`src/rtl/zeroheti_apb_to_obi.sv`:
```
// APB completer to OBI manager bridge: one OBI request/response per APB transfer.
// Optional grant timeout enabled by defining ZEROHETI_APB2OBI_TIMEOUT_EN.
module zeroheti_apb_to_obi #(
    parameter int unsigned AddrWidth     = 32,
    parameter int unsigned DataWidth     = 32,
    parameter int unsigned TimeoutCycles = 256
) (
    input  logic                   clk_i,
    input  logic                   rst_ni,
    input  logic                   psel_i,
    input  logic                   penable_i,
    input  logic                   pwrite_i,
    input  logic [AddrWidth-1:0]   paddr_i,
    input  logic [DataWidth-1:0]   pwdata_i,
    input  logic [DataWidth/8-1:0] pstrb_i,
    output logic [DataWidth-1:0]   prdata_o,
    output logic                   pready_o,
    output logic                   pslverr_o,
    output logic                   req_o,
    input  logic                   gnt_i,
    output logic [AddrWidth-1:0]   addr_o,
    output logic                   we_o,
    output logic [DataWidth/8-1:0] be_o,
    output logic [DataWidth-1:0]   wdata_o,
    input  logic                   rvalid_i,
    input  logic [DataWidth-1:0]   rdata_i,
    input  logic                   err_i
);

    localparam int unsigned BeWidth = DataWidth / 8;

    typedef enum logic [1:0] {
        IDLE,
        REQ,
        RESP,
        DONE
    } state_e;

    state_e state_q;

    if (TimeoutCycles < 2) begin : g_bad_timeout
        $error("TimeoutCycles must be at least 2");
    end

    // Word-aligned OBI address; the byte offset bits carry no meaning here.
    logic unused_addr_lsb;
    assign unused_addr_lsb = ^paddr_i[1:0];

`ifdef ZEROHETI_APB2OBI_TIMEOUT_EN
    localparam int unsigned CntWidth = $clog2(TimeoutCycles + 1);
    logic [CntWidth-1:0] tmo_cnt_q;
`endif

    always_ff @(posedge clk_i) begin
        if (!rst_ni) begin
            state_q   <= IDLE;
            req_o     <= 1'b0;
            addr_o    <= '0;
            we_o      <= 1'b0;
            be_o      <= '0;
            wdata_o   <= '0;
            pready_o  <= 1'b0;
            pslverr_o <= 1'b0;
            prdata_o  <= '0;
`ifdef ZEROHETI_APB2OBI_TIMEOUT_EN
            tmo_cnt_q <= '0;
`endif
        end else begin
            pready_o  <= 1'b0;
            pslverr_o <= 1'b0;
            prdata_o  <= '0;
            unique case (state_q)
                IDLE: begin
                    if (psel_i && !penable_i) begin
                        addr_o  <= {paddr_i[AddrWidth-1:2], 2'b00};
                        we_o    <= pwrite_i;
                        wdata_o <= pwdata_i;
                        be_o    <= pwrite_i ? pstrb_i : {BeWidth{1'b1}};
                        if (pwrite_i && pstrb_i == '0) begin
                            state_q  <= DONE;
                            pready_o <= 1'b1;
                        end else begin
                            state_q <= REQ;
                            req_o   <= 1'b1;
`ifdef ZEROHETI_APB2OBI_TIMEOUT_EN
                            tmo_cnt_q <= '0;
`endif
                        end
                    end
                end
                REQ: begin
                    if (gnt_i) begin
                        state_q <= RESP;
                        req_o   <= 1'b0;
`ifdef ZEROHETI_APB2OBI_TIMEOUT_EN
                    end else if (tmo_cnt_q == CntWidth'(TimeoutCycles - 1)) begin
                        state_q   <= DONE;
                        req_o     <= 1'b0;
                        pready_o  <= 1'b1;
                        pslverr_o <= 1'b1;
                    end else begin
                        tmo_cnt_q <= tmo_cnt_q + 1'b1;
`endif
                    end
                end
                RESP: begin
                    if (rvalid_i) begin
                        state_q   <= DONE;
                        pready_o  <= 1'b1;
                        pslverr_o <= err_i;
                        prdata_o  <= we_o ? '0 : rdata_i;
                    end
                end
                DONE: begin
                    state_q <= IDLE;
                end
                default: begin
                    state_q <= IDLE;
                end
            endcase
        end
    end

endmodule

```
`config.mk`:
```
export PLATFORM = sky130hd
export DESIGN_NAME = zeroheti_apb_to_obi
export DESIGN_NICKNAME = d
export VERILOG_FILES = /design/src/rtl/zeroheti_apb_to_obi.sv
export SDC_FILE = /design/constraint.sdc
export NUM_CORES = 1
export LEC_CHECK = 0
export CAP_MARGIN = 0
export CORE_MARGIN = 1.5
export CORE_UTILIZATION = 37
export DETAILED_ROUTE_END_ITERATION = 8
export MAX_ROUTING_LAYER = met4
export PLACE_DENSITY = 0.77
export SLEW_MARGIN = 20
export SYNTH_ARGS = -nofsm -noshare
export SYNTH_HDL_FRONTEND = slang
export SYNTH_SLANG_ARGS = --single-unit
```
`constraint.sdc`:
```
create_clock -name clk_i -period 1.75 [get_ports clk_i]
set_clock_uncertainty 0.1 [all_clocks]
set_input_delay 0.175 -clock clk_i [delete_from_list [all_inputs] [get_ports clk_i]]
set_output_delay 0.175 -clock clk_i [all_outputs]
set_load 0.005 [all_outputs]
```
==> run metrics <==
status=complete, no violations; clk slew on worst S/H paths=0.09 ns; CORE AREA=0.00920 mm^2; die width=100 um; max_cap viols=0; DRT antenna net count=0; initial antenna violation count=0; drt total wl=9740 um; clock root cell=clkbuf_8; Worst R2R Path Depth=5; Yosys reg bits=104; Final Setup Violations=0; R2R Setup Slk=0.14 ns; CP arrival=1.75 ns; Power Density=947 mW/mm^2; r2r endpoint=state_q[1]; layout cell share with drive strength beyond 1=4.93%; Max FO, Critical Path=3; Final min period=1.61 ns; post-route insts no fill=719; Setup Fix Bufs, Post-CTS=0; RSZ-0062 raised after global routing=no; area of the mapped netlist=0.00349 mm^2; worst vdd ir=0.000532 V; fmax=623 MHz; largest net degree at the start of global routing=49; vias in the first global route=3332; Tot GR Track Use=19.5%; drt first pass iters=5; sw frac=28.0%; fin area=0.00590 mm^2; Worst-Skew Late Latency=0.34 ns; CP max-delay cell=dfxtp_1; Reg power frac=48.3%; crit path kind=flip-flop to flip-flop; CTS Buf Count=9; Finished Core Util=64.2%; hold_buf cts=0; gr ovfl total=0; clock power share=24.6%; hold path cells=3; CTS tree=yes; Via density=4.65; CTS H-tree lvls=3; Placed Instances=703; Internal=4.02 mW; HP Class=input pin to flip-flop; Synth area leader=dfxtp_1; drt drc=0; PortBufs=207; Mapped Cells=399; Slew Viols, Final=0; WL per Instance=13.5 um; YS warnings=0; Startpoint Class=flip-flop; Post-synth EDFFs=0; Final Hold Viols=0; Final nets=714; chip height=100 um; DPL Wire Length=7210 um; first-pass GRT wire length=15100 um; R2R Path Start=state_q[1]; Antenna Cells=0; asr flop ratio synth=0%; worst hold endpoint=pslverr_o; CTS sink count=104; switching power=1.56 mW; Cell Chain, Critical Path=inv_1, ha_1, nor2b_1, a211o_1, a221oi_1; biggest cell delay along the critical path=0.35 ns; vias post-DR=3343; post-synth top area share=59.6%; hold_sp=err_i; Distinct cells, synth=27; Final period util=91.7%; Final GP Congestion=0.854; WP data required=1.89 ns; top_reg_cell synth=dfxtp_1; Die ar.=0.0100 mm^2; row cnt=35; post-placement cell area=0.00572 mm^2; Iter 0 DRT Violations=126; I/O pins=212; Synth area leaders=dfxtp_1, nand2_1, a21oi_1; critical path capture point type=flip-flop; synthesis-to-finish area growth=69.0%; Comb power frac=27.2%; Seq/Total Area, Yosys=59.6%; Pleak=2.17 nW; syn_area_per_cell=8.75 um^2; post-CTS sizing=0; Clock Tree Buf Depth=2; Initial Util=38.0%
==> registers in the layout, summed over array words and instances, names as in the netlist <==
name and flops:
we_o 1, addr_o 30, state_q 2, pslverr_o 1, pready_o 1, prdata_o 32, wdata_o 32, req_o 1
be_o 4
==> through the flow <==
step,TNS [ns],hold WS [ns],setup WS (ns),power (mW)
5_1_grt,0,0.242,0.0201,5.92
4_1_cts,0,0.227,0.127,5.69
3_3_place_gp,-0.123,0.341,-0.0761,4.22
2_1_floorplan,0,0.184,0.151,3.40
3_5_place_dp,-0.290,0.346,-0.109,4.28
6_report,0,0.245,0.144,5.59
==> kinds of logic (layout without fill, tap and decap cells) <==
family	count (synthesis)	after routing	share of synthesized area, %
other	1	2	0.107
adders and majority gates	3	3	1.07
and+or+nand+nor	187	187	24.0
AOI/OAI and AO/OA	72	72	11.0
DFF	104	104	59.6
buffers and inverters	32	240	4.16
==> worst max path at each step <==
stage,startpoint,slack [ns],end,depth (start not counted)
after floorplan,state_q[0],0.15,wdata_o[21],8
after global placement,pstrb_i[1],-0.08,pready_o,4
after detailed placement,pstrb_i[1],-0.11,req_o,4
after CTS,state_q[1],0.13,req_o,5
after global routing,state_q[1],0.02,req_o,5
final,state_q[1],0.14,state_q[1],5
==> area by class of cell <==
cell class | count | area [um^2]
clock inverter | 5 | 38.8
timing repair buffer | 219 | 2210
clock buffer | 11 | 141
multi-input combinational | 264 | 1270
inverter | 5 | 18.8
sequential | 104 | 2080
tap | 111 | 139
fill | 781 | 3290
==> synth_stat cells, types with 2 or more instances <==
| cell | number |
|---|---|
| nand2_1 | 129 |
| dfxtp_1 | 104 |
| a21oi_1 | 65 |
| and2_1 | 32 |
| clkbuf_1 | 13 |
| buf_2 | 11 |
| nor2_1 | 8 |
| inv_1 | 4 |
| buf_4 | 3 |
| ha_1 | 3 |
| nand2b_1 | 3 |
| nor2b_1 | 3 |
| nor3_1 | 3 |
| nor3b_1 | 3 |
| a221oi_1 | 2 |
| nand3b_1 | 2 |
==> worst max-delay path: cells and delay by family, from the launching register on <==
| kind | cells | cell delay (ns) |
|---|---|---|
| simple gates | 1 | 0.17 |
| fa+ha+maj | 1 | 0.22 |
| buf+inv | 1 | 0.09 |
| compound gates | 2 | 0.59 |
| flops | 1 | 0.35 |
==> power by group through the flow <==
stage                     clock network (mW)  logic, mW  registers, mW
final                                   1.37       1.52           2.70
after global routing                    1.53       1.67           2.72
after CTS                               1.45       1.54           2.70
after detailed placement                   0       1.53           2.75
after global placement                     0       1.48           2.74
after floorplan                            0      0.630           2.77
==> metal layers <==
metal  global-route usage, %  vias to the layer above  wire, um
li1                        -                     1676         -
met1                    21.9                     1517      3950
met3                    5.50                       10       668
met5                       -                        -         0
met2                    34.0                      140      4980
met4                    5.31                        0       142
==> layout by cell type (no fill, tap or decap), types with 3 or more instances in the layout <==
master,count
nand2_1,129
and2_1,32
clkdlybuf4s50_1,207
inv_1,4
nor2b_1,3
dfxtp_1,104
buf_4,8
buf_12,4
nor3b_1,3
a21oi_1,65
nand2b_1,3
ha_1,3
nor2_1,8
clkbuf_8,10
nor3_1,3
(Power assumes the default switching activity.)
